===== src/rtl/inst_mem_loader.sv =====
// Boot loader for instruction memory: assembles a little-endian byte stream into
// 32-bit words, writes them from address 0, then verifies a trailing checksum word.
module inst_mem_loader #(
  parameter int ADDR_W    = 10,
  parameter int MAX_WORDS = 1024
) (
  input  logic              clk,
  input  logic              rst,
  input  logic              start,
  input  logic [ADDR_W:0]   len,
  input  logic [7:0]        rx_data,
  input  logic              rx_valid,
  output logic              rx_ready,
  output logic              mem_we,
  output logic [ADDR_W-1:0] mem_addr,
  output logic [31:0]       mem_wdata,
  output logic              busy,
  output logic              pc_en,
  output logic              err
);

  typedef enum logic [2:0] {IDLE, LOAD, CHK, RUN, ERR} state_t;

  localparam logic [ADDR_W:0] MAX_LEN = (ADDR_W+1)'(MAX_WORDS);

  state_t            state, state_n;
  logic [1:0]        byte_cnt, byte_cnt_n;
  logic [23:0]       asm_q, asm_n;
  logic [ADDR_W:0]   word_cnt, word_cnt_n;
  logic [ADDR_W:0]   len_q, len_n;
  logic [31:0]       sum, sum_n;
  logic              mem_we_n;
  logic [ADDR_W-1:0] mem_addr_n;
  logic [31:0]       mem_wdata_n;
  logic              rx_ready_n;
  logic              acc;
  logic [31:0]       full;

  assign acc  = rx_valid & rx_ready;
  assign full = {rx_data, asm_q};

  always_comb begin
    state_n     = state;
    byte_cnt_n  = byte_cnt;
    asm_n       = asm_q;
    word_cnt_n  = word_cnt;
    len_n       = len_q;
    sum_n       = sum;
    mem_we_n    = 1'b0;
    mem_addr_n  = mem_addr;
    mem_wdata_n = mem_wdata;

    if (acc) begin
      byte_cnt_n = byte_cnt + 2'd1;
      case (byte_cnt)
        2'd0:    asm_n[7:0]   = rx_data;
        2'd1:    asm_n[15:8]  = rx_data;
        2'd2:    asm_n[23:16] = rx_data;
        default: ;
      endcase
    end

    case (state)
      IDLE, ERR: begin
        if (start) begin
          if (len >= 1 && len <= MAX_LEN) begin
            state_n    = LOAD;
            word_cnt_n = '0;
            sum_n      = '0;
            byte_cnt_n = '0;
            len_n      = len;
          end else begin
            state_n = ERR;
          end
        end
      end
      LOAD: begin
        // rx_ready is held low during the last word's write, so CHK starts clean
        if (mem_we && word_cnt == len_q) state_n = CHK;
        if (acc && byte_cnt == 2'd3) begin
          mem_we_n    = 1'b1;
          mem_addr_n  = word_cnt[ADDR_W-1:0];
          mem_wdata_n = full;
          sum_n       = sum + full;
          word_cnt_n  = word_cnt + 1'b1;
        end
      end
      CHK: begin
        if (acc && byte_cnt == 2'd3) state_n = (full == sum) ? RUN : ERR;
      end
      RUN:     ;
      default: state_n = IDLE;
    endcase

    rx_ready_n = (state_n == CHK) ||
                 (state_n == LOAD && !(mem_we_n && word_cnt_n == len_n));
  end

  always_ff @(posedge clk) begin
    if (!rst) begin
      state     <= IDLE;
      byte_cnt  <= '0;
      asm_q     <= '0;
      word_cnt  <= '0;
      len_q     <= '0;
      sum       <= '0;
      rx_ready  <= 1'b0;
      mem_we    <= 1'b0;
      mem_addr  <= '0;
      mem_wdata <= '0;
      busy      <= 1'b0;
      pc_en     <= 1'b0;
      err       <= 1'b0;
    end else begin
      state     <= state_n;
      byte_cnt  <= byte_cnt_n;
      asm_q     <= asm_n;
      word_cnt  <= word_cnt_n;
      len_q     <= len_n;
      sum       <= sum_n;
      rx_ready  <= rx_ready_n;
      mem_we    <= mem_we_n;
      mem_addr  <= mem_addr_n;
      mem_wdata <= mem_wdata_n;
      busy      <= (state_n == LOAD) || (state_n == CHK);
      pc_en     <= (state_n == RUN);
      err       <= (state_n == ERR);
    end
  end

endmodule


===== config.mk =====
export PLATFORM = sky130hd
export DESIGN_NAME = inst_mem_loader
export DESIGN_NICKNAME = d
export VERILOG_FILES = /design/src/rtl/inst_mem_loader.sv
export SDC_FILE = /design/constraint.sdc
export NUM_CORES = 1
export LEC_CHECK = 0
export ABC_AREA = 0
export CAP_MARGIN = 40
export CORE_UTILIZATION = 52
export CTS_CLUSTER_SIZE = 40
export DETAILED_ROUTE_END_ITERATION = 16
export PLACE_DENSITY = 0.8
export SLEW_MARGIN = 25
export SYNTH_ARGS = -nofsm -noshare
export SYNTH_HDL_FRONTEND = slang
export SYNTH_SLANG_ARGS = --single-unit

===== constraint.sdc =====
create_clock -name clk -period 2.72 [get_ports clk]
set_input_delay 0.408 -clock clk [delete_from_list [all_inputs] [get_ports clk]]
set_output_delay 0.408 -clock clk [all_outputs]
set_load 0.005 [all_outputs]

==> After elaboration in Yosys (flattened, before gate mapping) <==
Index checks and enable logic that the tools add are counted.
{ "classes": {"muxes": 23, "reduce_logical": 17, "n_lt_le_gt_ge": 2, "eq_ne": 17, "n_bitwise": 1, "n_addsub": 3} }
{ "op_table": {"columns": ["cell", "count"], "rows": [
  ["two-way mux 32 bit", 3],
  ["two-way mux 11 bit", 6],
  ["one-hot mux 32 bit (2 select lines)", 1],
  ["adder 32 bit", 1],
  ["equality test 32 bit", 1],
  ["equality test 11 bit", 2],
  ["one-hot mux 11 bit (2 select lines)", 1],
  ["two-way mux 3 bit", 5],
  ["equality test 3 x 2 -> 1 bit, second input constant", 4],
  ["one-hot mux 3 bit (4 select lines)", 1],
  ["adder 11 x 1 -> 11 bit, second input constant", 1],
  ["greater-or-equal comparator 11 x 1 -> 1 bit, second input constant", 1],
  ["<= comparator 11 bit, second input constant", 1],
  ["two-way mux 2 bit", 4],
  ["AND reduction 2 bit", 4],
  ["equality test 3 x 1 -> 1 bit, second input constant", 2],
  ["equality test 3 bit, second input constant", 2],
  ["inequality test 2 bit, second input constant", 3],
  ["logical AND 1 bit", 5],
  ["equality test 2 bit, second input constant", 2],
  ["AND reduction 4 bit", 1],
  ["zero test 3 bit", 1],
  ["adder 2 x 1 -> 2 bit, second input constant", 1],
  ["equality test 2 x 1 -> 1 bit, second input constant", 1],
  ["7 further kinds", 9]
]} }
{ "word_totals": {"output_inout_bits": 47, "reg_bits": 130} }

==> Depth between registers and ports, before layout <==
Gate-level depths: netlist of the first run.
{ "depth": {"ltp_word": 10, "depth_mapped": 10, "mapped_depth_nobuf": 10} }

==> Worst setup path before layout of the first run <==
Ideal clock, no wire load.
{ "synth_timing": {"path_kind": "reg2reg", "startpoint": "register asm_q[0]", "endpoint": "register sum[26]", "setup_time_ps": 130, "t_required_ps": 2590, "arrival_time_ps": 2576, "slack_ps": 14, "path_stages_with_launch": 11, "synth_period_minus_slack_ps": 2706, "n_path_buf": 0, "path_cell_list": "dfxtp_1 > ha_1 > fa_1 > a21o_1 > a221oi_1 > o21ai_0 > a31o_2 > a21o_1 > a31oi_1 > mux2i_1 > o22ai_1"} }
{ "synth_between": {"elab_chain_len": 3} }
{ "synth_lines": {"columns": ["item", "line", "source"], "rows": [
  ["from (decl)", "28", "logic [23:0] asm_q, asm_n;"],
  ["from (signal assigned)", "117", "asm_q <= asm_n;"],
  ["adder 32 bit", "84", "sum_n = sum + full;"],
  ["two-way mux 32 bit", "80", "if (acc && byte_cnt == 2'd3) begin"],
  ["one-hot mux 32 bit (2 select lines)", "63", "case (state)"],
  ["to (signal assigned)", "120", "sum <= sum_n;"],
  ["to (decl)", "31", "logic [31:0] sum, sum_n;"]
]} }
Every way passes these cells. The select of a mux whose other input is x is not followed.
A chain may end at the register's enable or synchronous reset.

==> Worst setup path in the final report of the first run <==
{ "layout_timing": {"startpoint": "register state[1]", "endpoint": "register rx_ready"} }
{ "layout_between": {"elab_chain_len": 8} }
{ "layout_lines": {"columns": ["item", "line", "source"], "rows": [
  ["from (decl)", "26", "state_t state, state_n;"],
  ["from (signal assigned)", "115", "state <= state_n;"],
  ["equality test 3 bit / zero test 3 bit (equally long branches)", "63", null],
  ["OR reduction 2 bit", "63", null],
  ["one-hot mux 11 bit (2 select lines) / two-way mux 11 bit (equally long branches)", "63", null],
  ["equality test 11 bit", "96", "(state_n == LOAD && !(mem_we_n && word_cnt_n == len_n));"],
  ["logical AND 1 bit", "96", null],
  ["zero test 1 bit", "96", null],
  ["logical AND 1 bit", "96", null],
  ["logical OR 1 bit (*)", "95", "rx_ready_n = (state_n == CHK) ||"],
  ["to (signal assigned)", "121", "rx_ready <= rx_ready_n;"],
  ["to (decl)", "13", "output logic rx_ready,"]
]} }
Every way passes the cells marked *; elsewhere a longest branch is shown, timed or not.

==> results.toml, run 1 <==
[layout]
register_area_um2 = 2610
antenna_cells = 0
nets = 1015
final_common_cell = "nand2_1"
drive_gt1_frac = 0.153
fill_cells = 964
multi_input_area_um2 = 4060
final_cell_mix = "147 x nand2_1, 127 x dfxtp_1, 91 x a21oi_1, 83 x buf_4, 76 x nor2_1"
fin_cells = 1139
areaGrowthSynthToFinish_pct = 30.1

[synthesis]
postSynthCellCount = 834
ys_top_cells_by_area = "dfxtp_1 38%, nand2_1 8.2%, a21oi_1 6.8%, ha_1 6.7%, nor2_1 4.3%"
synth_ff_type = "dfxtp_1"
syn-cell-area_um2 = 6760
yosys_warnings = 0
synth.distinct_cells = 59
synth_top_area_frac = 0.385
ys_async_sr_fraction = 0
synth-seq-area-share = 0.385
synth_edf_count = 0
syn_nets = 894
synth_area_leader_cell = "dfxtp_1"
ys_ff_latch = 130
syn_area_per_cell_um2 = 8.11

[placement]
placed_cells = 1108
portBuffers = 69
post-place-ws_ns = -0.412
dp_hpwl_um = 13100
place_congestion = 0.951

[route]
dr.pass1.iters = 6
wl_per_cell_um = 16.4
drtIter0Drc = 598
via_count = 6536
drc_errors = 0
via_per_inst = 5.74
drtAntennaViolNets = 0
wirelength_um = 18600

[clock_tree]
postCtsSetupBuffers = 0
clkTransAtPathRegs_ns = 0.06
clock_path_buffers = 2
cts_tree = "yes"
hold_buffers = 0
htree_levels = 4
cts.sinks = 130
numCtsBuffers = 17
root_buffer = "clkbuf_16"
clk_latency_ns = 0.42

[power_and_ir_drop]
p_leak_nw = 3.67
peakVddDrop_mv = 0.402
p_total_mw = 4.34
power_density_nw_per_um2 = 493

[sta]
setup_violations = 0
worst_pin_slew_ns = 0.669
period_share = 0.977
slew_headroom = 0.553
layout_min_cycle_time_ns = 2.66
holdWs_ns = 0.453
skew_ns = 0.00921
grt_setup_unrepaired = "true"
fin_ws_ns = 0.0635
max_freq_mhz = 376
hold_viol_final = 0
slew_viol_final = 0

[critical_path]
cp-start-kind = "flop"
crit_cells = 8
critPathRequiredTime_ns = 3.01
cp_slowest_stage_delay_ns = 0.50
cp.buffers_inverters = 0
cp_cell_sequence = "or3b_1, or3_4, or4_4, a32oi_2, xnor2_1, nand4_1, o21ai_1, a41oi_2"
reg2regPathDepth = 8
cpMaxStageDelayCell = "or4_4"
crit_family = "simple AND/OR/NAND/NOR gates"
critPathMaxFanout = 7
path_class = "flop to flop"
r2r-start = "state[1]"
rrSetupSlack_ns = 0.06
crit_start = "state[1]"
worst_r2r_endpoint = "rx_ready"
crit_arrival_ns = 2.95
crit_path_end = "rx_ready"
crit_path_end_kind = "flop"

[job]
maxCapViolCount = 0

[min_path]
hold_class = "flop to flop"

[grt]
antenna_found_initial = 0
grt_max_degree = 67
grt_pass1_wl_um = 29600
overflow = 0
grt_pass1_vias = 6080
track_usage = 0.286

[die]
ios = 70
die_area_um2 = 13500
fp.dieW_um = 116
core_area_um2 = 12700
die_h_um = 116
row_count = 41
start_util = 0.534

[run_status]
status = "completed"
==> per-stage QoR <==
stage / cell area, um^2 / util / TNS [ns]
finish: 8800 / 0.695 / 0
global route: 8800 / 0.695 / -0.0133
CTS: 8700 / 0.687 / 0
detailed placement: 8130 / 0.642 / -11.01
global placement: 8130 / 0.642 / -9.88
floorplan: 6760 / - / 0
==> power by group <==
group | total (mW) | internal, mW | leakage [nW] | switching [mW]
combinational | 0.300 | 0.136 | 2.37 | 0.164
sequential | 1.94 | 1.93 | 1.05 | 0.0161
clock | 2.10 | 1.25 | 0.247 | 0.851
total | 4.34 | 3.31 | 3.67 | 1.03
==> final cells by class <==
cell class / count / area share
sequential: 130 / 0.296
clock inverter: 12 / 0.0127
clock buffer: 19 / 0.0492
timing repair buffer: 153 / 0.152
tap: 172 / 0.0244
inverter: 11 / 0.00469
multi-input combinational: 642 / 0.461
==> logic make-up after synthesis <==
family,count (synthesis),share of synthesized area
compound gates,198,0.177
fa+ha+maj,37,0.0696
xor+xnor,56,0.0725
simple gates,321,0.217
mux,30,0.0446
buf+inv,62,0.0348
flops,130,0.385
==> how the worst min path moves through the flow <==
| stage | start | to | cells past startpoint |
|---|---|---|---|
| detailed placement | mem_addr[9] | mem_addr[9] | 2 |
| global route | mem_wdata[25] | mem_wdata[25] | 2 |
| finish | mem_wdata[25] | mem_wdata[25] | 2 |
| CTS | mem_addr[9] | mem_addr[9] | 2 |
| floorplan | sum[10] | sum[10] | 2 |
| global placement | sum[22] | sum[22] | 2 |
==> sequential cells by signal, indices dropped and copies added (netlist names), 2 cells and up <==
register	count
state	3
word_cnt	11
mem_wdata	32
asm_q	24
len_q	11
sum	32
mem_addr	10
byte_cnt	2
==> worst reg2reg max path: stages (launching register included) <==
cell	delay, ns
dfxtp_1	0.36
or3b_1	0.45
or3_4	0.42
or4_4	0.50
a32oi_2	0.23
xnor2_1	0.15
nand4_1	0.13
o21ai_1	0.18
a41oi_2	0.11
==> metal layers <==
layer,share of wire,track usage
met5,0,0
met3,0.058,0.0575
met1,0.45,0.373
met2,0.47,0.466
met4,0.021,0.107
==> synthesized netlist by cell type, types with 8 or more instances <==
master	instances
a21o_1	12
a21oi_1	92
a31oi_1	20
and2_1	8
and3_1	17
clkbuf_1	47
dfxtp_1	130
ha_1	36
inv_1	10
mux2i_1	29
nand2_1	147
nand3_1	13
nand4_1	8
nor2_1	78
nor2b_1	9
nor4_1	9
o21ai_0	27
xnor2_1	30
xor2_1	26
==> timing repair <==
| action | 4_1_cts | 5_1_grt |
|---|---|---|
| gates resized for setup | 6 | 23 |
| hold endpoints to repair | 0 | 0 |
| pin swaps | 0 | 9 |
| endpoints found under the setup margin | 12 | 26 |
Note: power is estimated with default switching activity, not from simulation.
==> run 2, diff against run 1 <==
CAP_MARGIN = default   (was 40)
==> results of run 2 <==
Same layout as run 1: the final DEF is identical, and so are final timing and power.
